File: config.mk
export PLATFORM = sky130hd
export DESIGN_NAME = instr_fetch
export DESIGN_NICKNAME = d
export VERILOG_FILES = /design/src/rtl/instr_fetch_pkg.sv /design/src/rtl/instr_fetch_pc_next_calc.sv /design/src/rtl/instr_fetch.sv
export SDC_FILE = /design/constraint.sdc
export NUM_CORES = 1
export LEC_CHECK = 0
export CELL_PAD_IN_SITES_DETAIL_PLACEMENT = 1
export CELL_PAD_IN_SITES_GLOBAL_PLACEMENT = 1
export CORE_MARGIN = 2
export CORE_UTILIZATION = 44
export DETAILED_ROUTE_END_ITERATION = 12
export GPL_TIMING_DRIVEN = 0
export PLACE_DENSITY_LB_ADDON = 0.1
export SYNTH_ARGS = -nofsm -noshare
export SYNTH_HDL_FRONTEND = slang
export SYNTH_HIERARCHICAL = 1
export SYNTH_SLANG_ARGS = --single-unit
File: constraint.sdc
create_clock -name clk -period 10.43 [get_ports clk]
set_input_delay 1.043 -clock clk [delete_from_list [all_inputs] [get_ports clk]]
set_output_delay 1.043 -clock clk [all_outputs]
set_load 0.01 [all_outputs]
File: src/rtl/instr_fetch_pkg.sv
// Shared definitions for the instruction fetch unit and the decoder.
// Latency: n/a (types, constants and pure functions only).
// Backpressure: n/a. Optional feature macro used by instr_fetch: IFETCH_PERF_CNT_EN.
package instr_fetch_pkg;

  // Fetch unit state: FETCH owns the memory request, HOLD owns the decoder handoff.
  typedef enum logic [0:0] {
    FETCH = 1'b0,
    HOLD  = 1'b1
  } fetch_state_t;

  // Program counter value after reset.
  localparam logic [31:0] RESET_PC = 32'h0000_0000;

  // Primary opcodes (instru[31:26]) of the control-transfer instructions.
  localparam logic [5:0] OP_J   = 6'h02;
  localparam logic [5:0] OP_BEQ = 6'h04;
  localparam logic [5:0] OP_BNE = 6'h05;

  // True for the opcodes whose redirect outcome the fetch unit consumes.
  function automatic logic is_ctrl_op(input logic [5:0] op);
    return (op == OP_J) || (op == OP_BEQ) || (op == OP_BNE);
  endfunction

  // Sign-extended, word-scaled branch displacement.
  function automatic logic [31:0] branch_offset(input logic [15:0] imm);
    return {{14{imm[15]}}, imm, 2'b00};
  endfunction

endpackage

File: src/rtl/instr_fetch_pc_next_calc.sv
// Next-PC selection for an accepted instruction: jump, taken branch or sequential.
// Latency: purely combinational, zero cycles.
// Backpressure: none; the caller samples next_pc only on the accept cycle.
module pc_next_calc
  import instr_fetch_pkg::*;
(
  input  logic [31:0] pc_out,
  input  logic [31:0] instru,
  input  logic        Jump,
  input  logic        Branch,
  input  logic        Bne,
  input  logic        Zero,
  output logic [31:0] next_pc
);

  logic [31:0] pc4;
  logic [31:0] jump_target;
  logic [31:0] branch_target;
  logic        branch_taken;
  logic        ctrl_op_unused;

  // All additions are 32-bit and simply wrap modulo 2^32.
  assign pc4           = pc_out + 32'd4;
  assign jump_target   = {pc4[31:28], instru[25:0], 2'b00};
  assign branch_target = pc4 + branch_offset(instru[15:0]);
  assign branch_taken  = Branch && (Zero ^ Bne);

  // The decoder already classified the opcode; this keeps the field visible here.
  assign ctrl_op_unused = is_ctrl_op(instru[31:26]);

  // Jump has priority over a branch asserted in the same cycle.
  always_comb begin
    next_pc = pc4;
    if (Jump) begin
      next_pc = jump_target;
    end else if (branch_taken) begin
      next_pc = branch_target;
    end
  end

endmodule

File: src/rtl/instr_fetch.sv
// Instruction fetch: one outstanding memory read, instruction held for the decoder.
// Latency: 1 cycle from imem_ack to instr_valid; imem_req re-rises 1 cycle after accept.
// Backpressure: instru/pc_out held while id_ready is low; no new fetch until accept.
// Build option IFETCH_PERF_CNT_EN adds the fetch_count accept counter port.
module instr_fetch
  import instr_fetch_pkg::*;
(
  input  logic        clk,
  input  logic        rst_n,
  output logic        imem_req,
  output logic [31:0] imem_addr,
  input  logic        imem_ack,
  input  logic [31:0] imem_rdata,
  output logic [31:0] instru,
  output logic        instr_valid,
  input  logic        id_ready,
  output logic [31:0] pc_out,
  input  logic        Jump,
  input  logic        Branch,
  input  logic        Bne,
  input  logic        Zero
`ifdef IFETCH_PERF_CNT_EN
  ,
  output logic [31:0] fetch_count
`endif
);

  fetch_state_t state;
  logic [31:0]  pc;
  logic [31:0]  next_pc;
  logic         accept;
  logic         fetch_done;

  // Handshakes: an ack only counts while a request is outstanding.
  assign accept     = (state == HOLD) && instr_valid && id_ready;
  assign fetch_done = (state == FETCH) && imem_req && imem_ack;

  // PC is word aligned by construction (reset value and all increments are multiples of 4).
  assign imem_addr = pc;

  pc_next_calc u_pc_next_calc (
    .pc_out  (pc_out),
    .instru  (instru),
    .Jump    (Jump),
    .Branch  (Branch),
    .Bne     (Bne),
    .Zero    (Zero),
    .next_pc (next_pc)
  );

  // FETCH/HOLD controller with registered memory and decoder-side outputs.
  always_ff @(posedge clk or negedge rst_n) begin
    if (!rst_n) begin
      state       <= FETCH;
      pc          <= RESET_PC;
      imem_req    <= 1'b0;
      instru      <= 32'h0000_0000;
      pc_out      <= 32'h0000_0000;
      instr_valid <= 1'b0;
    end else begin
      case (state)
        FETCH: begin
          if (!imem_req) begin
            // Only reached straight out of reset: start the first fetch.
            imem_req <= 1'b1;
          end else if (fetch_done) begin
            instru      <= imem_rdata;
            pc_out      <= pc;
            instr_valid <= 1'b1;
            imem_req    <= 1'b0;
            state       <= HOLD;
          end
        end
        HOLD: begin
          if (accept) begin
            pc          <= next_pc;
            instr_valid <= 1'b0;
            imem_req    <= 1'b1;
            state       <= FETCH;
          end
        end
        default: begin
          state    <= FETCH;
          imem_req <= 1'b0;
        end
      endcase
    end
  end

`ifdef IFETCH_PERF_CNT_EN
  // Count accepted instructions; wraps naturally at 2^32.
  always_ff @(posedge clk or negedge rst_n) begin
    if (!rst_n) begin
      fetch_count <= 32'h0000_0000;
    end else if (accept) begin
      fetch_count <= fetch_count + 32'd1;
    end
  end
`else
  // Accept counter not built in this configuration.
`endif

endmodule

==> results.md <==
- The worst pin sits at a relative slew slack of 31.3%.
- Clock-pin slew was measured on the worst setup and hold paths at 0.07 ns.
- In this run the power density over the cells is roughly 400 nW/um^2.
- The path category of the worst min-delay check is reg2reg.
- The flip-flop and latch count after synthesis is 99.
- The count of inserted antenna diode cells is 0.
- The root buffer selected by CTS is sky130_fd_sc_hd__clkbuf_16.
- The max-slew violation count came to 0.
- The final weighted congestion of routability-driven global placement is slightly above 0.9.
- Compared with the post-synthesis result, the final layout area differs by 29.3%.
- The critical-path maximum fanout is 8.
- Counting along the longest clock path gives a buffer depth of 2.
- The initialized floorplan defines between 40 and 50 standard-cell rows.
- The pre-antenna-repair detailed-routing pass consisted of 4 iterations.
- Setup repair after global routing left no endpoint under its margin.
- The total of cells resized after clock tree synthesis is 0.
- The flow ran to the end, and the final reports show no timing, DRC or antenna violations.
- Setup violations remaining at the end of the flow were counted as 0.
- By area the synthesized netlist is led by sky130_fd_sc_hd__dfrtp_1 (37%), sky130_fd_sc_hd__mux2_2 (12%), sky130_fd_sc_hd__mux2_4 (8.6%).
- After synthesis, the netlist uses 59 different library cells.
- In the layout the commonest cells are sky130_fd_sc_hd__clkdlybuf4s50_1 (135), sky130_fd_sc_hd__dfrtp_1 (99), sky130_fd_sc_hd__mux2_2 (71).
- The worst setup path is launched from a flip-flop.
- The worst setup path is captured at a flip-flop.
- The most frequent cell on the critical path is sky130_fd_sc_hd__nand2_1.
- The most frequent standard cell in the layout excluding fill and tap cells is sky130_fd_sc_hd__clkdlybuf4s50_1.
- The post-detailed-route count of antenna-violating nets is 0.
- For this run, the top clock speed supported by timing is roughly 0.21 GHz.
- The max-capacitance violation count is 0.
- In this run the post-CTS setup repair buffer count came out at 0.
- The minimum clock period is roughly 4.8 ns.
- The via count of the first global-routing pass came to slightly above 6000.
- In this run the mean area of a mapped cell was 10.6 sq um.
- The initial utilization of the core area, before any placement, comes to 45.5%.
- The layout has between 1500 and 2000 filler cells.
- The first global-routing pass estimated between 30000 and 40000 um of wire.
- Counting every net in the synthesized netlist gives 706.
- The number of failing hold endpoints at the final stage is 0.
- The count of yosys warnings during synthesis is 6.
- The prevailing post-synth register cell is sky130_fd_sc_hd__dfrtp_1.
- The number of top-level pins is 138.
- Clock tree synthesis inserted a total of 9 buffers.
- The average wire per cell in the routed design is approximately 22 um.
- The maximum number of pins on one net before global-route repair is 66.
- The placeable core region is 14600 sq um.
- The arrival time of the worst setup path is 5.02 ns.
- The insertion delay to the later sink of the worst-skew pair is about 0.36 ns.
- For this run, asynchronously set or reset flops after synthesis account for 100%.
- The cell area after technology mapping is approximately 6700 sq um.
- The width of the die is roughly 130 um.
- The starting DRC count in detailed routing is 193.
- The share of final-layout standard cells stronger than drive strength 1 is about a fifth.
- The highest ir drop seen on vdd is 0.154 mV.
- After synthesis, flip-flops and latches occupy between 30% and 40% of the total area.
- The delay of the slowest cell on the worst path is 0.47 ns.
- Across the whole layout, storage elements account for roughly 2500 sq um.
- Traced cell by cell, the critical path runs through buf_2 > nand3_1 > nor3_1 > nand2_1 > inv_1 > nand2_1 > xnor2_1 > ha_1 > clkbuf_1 > nand4_1 > o311ai_0 > a31o_2 > o221ai_2 > o31ai_1 > a31oi_1 > o31a_1 > mux2_2.
- Buffers placed on the I/O ports in this run total approximately 140.
- The die covers approximately 16000 sq um.
- The aggregate negative setup slack is 0 ns.
- For this run the aggregate overflow at the end of global routing stands at 0.
- The routed layout has between 5000 and 6000 vias.
- The HPWL after detailed placement is around 16000 um.
- The slowest stage of the critical path is the sky130_fd_sc_hd__o311ai_0 cell.
- The final cell utilization of the core is 58.9%.
- The multi-input combinational cells in the finished layout cover a total of 3970 sq um.
- Synthesis handed over a netlist of 628 instances.
- The synthesized design spends more area on one cell type than any other, namely sky130_fd_sc_hd__dfrtp_1.
- The clock net in this run drives a total of a little under 100 sinks.
- The slew at the pin closest to its max-slew limit is ~1 ns.
- For the final database, setup skew stands at between 0.01 and 0.015 ns.
- The number of hold buffers added after cts is 0.
- The number of design rule violations left after detail routing is 0.
- The type of the setup path with the least slack is reg2reg.
- Summed over all cells, the static leakage comes to 3.77 nW.
- In this run the number of H-tree levels came out at 3.
- After detailed routing, the total wire length is 20800 um.
- The floorplan step set the die height to 127 um.
- The number of vias per cell after detailed routing is between 5 and 6.
- Dividing the final minimum period by the clock period gives between 40% and 50%.
- The initial antenna violation count was 0.
- In this run the biggest area consumer among cell types represents between 30% and 40% of the synthesized area.
- The number of flops mapped to enable cells by yosys is 0.
- The overall track demand over capacity in global routing is 26.6%.
- For the worst setup path, the data required time is 10.67 ns.
- In the final design database the tool counted 854 nets.
- TritonCTS built the clock tree.
through the flow:
stage	hold WS, ns	setup WS, ns	instance area (sq um)	std cells	power, W
floorplan	0.479	6.83	6670	628	0.00216
global placement	0.489	4.70	8260	948	0.00287
detailed placement	0.498	5.84	8280	949	0.00295
CTS	0.518	5.76	8620	965	0.00336
global route	0.537	5.39	8620	965	0.00360
finish	0.513	5.65	8620	965	0.00335
registers in the layout, indices dropped and copies added (netlist names):
signal and cells:
pc_out 32, imem_addr 32, state 1, imem_req 1, instr_valid 1, instru 32
routing by layer:
metal	vias to the layer above	part of all wire, %	track usage, %
li1	2565	-	-
met2	154	47	44.2
met1	2796	45	35.3
met3	24	5.8	5.28
met5	-	0	0
met4	0	1.9	8.02
critical path, delay by kind of cell (launching register included):
| kind | cells | cell delay [ns] |
|---|---|---|
| AO/OA/AOI/OAI | 6 | 1.61 |
| AND/OR/NAND/NOR | 5 | 1.24 |
| buffers and inverters | 3 | 0.72 |
| flip-flops | 1 | 0.37 |
| adder cells (fa/ha/maj) | 1 | 0.29 |
| multiplexers | 1 | 0.26 |
| XOR/XNOR | 1 | 0.17 |
kinds of logic (layout without fill, tap and decap cells):
kind of cell	after synthesis	count (layout)	share of synthesized area (%)
fa+ha+maj	38	38	7.24
flops	99	99	37.2
buf+inv	44	197	3.30
compound gates	134	134	13.7
mux	112	112	21.0
xor+xnor	51	51	6.70
simple gates	150	150	10.9
path summary, 6_finish.rpt:
| check | from | cells past startpoint | endpoint | slack (ns) |
|---|---|---|---|---|
| min in group asynchronous | rst_n | 1 | instru[12] | 0.64 |
| setup / recovery | pc_out[4] | 17 | imem_addr[26] | 5.65 |
| hold / removal | instru[26] | 1 | instru[26] | 0.51 |
| setup reg to reg | pc_out[4] | 17 | imem_addr[26] | 5.65 |
| max in group asynchronous | rst_n | 2 | pc_out[28] | 9.10 |
| hold reg to reg | instru[26] | 1 | instru[26] | 0.51 |
area by class of cell:
type                       instances  share of cell area [%]
sequential                        99                    28.7
buffer                            27                    1.81
inverter                          17                   0.740
timing repair buffer             137                    16.1
multi-input combinational        485                    46.1
tap                              184                    2.67
clock inverter                     5                   0.958
clock buffer                      11                    2.93
power breakdown:
part           total, W  internal (W)  switching [W]  leakage [nW]
clock          0.000378      0.000224       0.000153         0.166
combinational   0.00217       0.00111        0.00106          2.42
sequential     0.000809      0.000572       0.000236          1.19
cell usage after synthesis (13+ instances only):
| master | number |
|---|---|
| sky130_fd_sc_hd__dfrtp_1 | 99 |
| sky130_fd_sc_hd__mux2_2 | 71 |
| sky130_fd_sc_hd__nand2_1 | 45 |
| sky130_fd_sc_hd__a21oi_1 | 41 |
| sky130_fd_sc_hd__mux2_4 | 38 |
| sky130_fd_sc_hd__ha_1 | 37 |
| sky130_fd_sc_hd__nor2_1 | 36 |
| sky130_fd_sc_hd__xnor2_1 | 34 |
| sky130_fd_sc_hd__o21ai_0 | 21 |
| sky130_fd_sc_hd__a21o_1 | 20 |
| sky130_fd_sc_hd__inv_1 | 17 |
| sky130_fd_sc_hd__xor2_1 | 17 |
| sky130_fd_sc_hd__nand3_1 | 16 |
| sky130_fd_sc_hd__clkbuf_1 | 13 |
| sky130_fd_sc_hd__nand4_1 | 13 |
No activity file was read; power rests on OpenSTA's default activity.
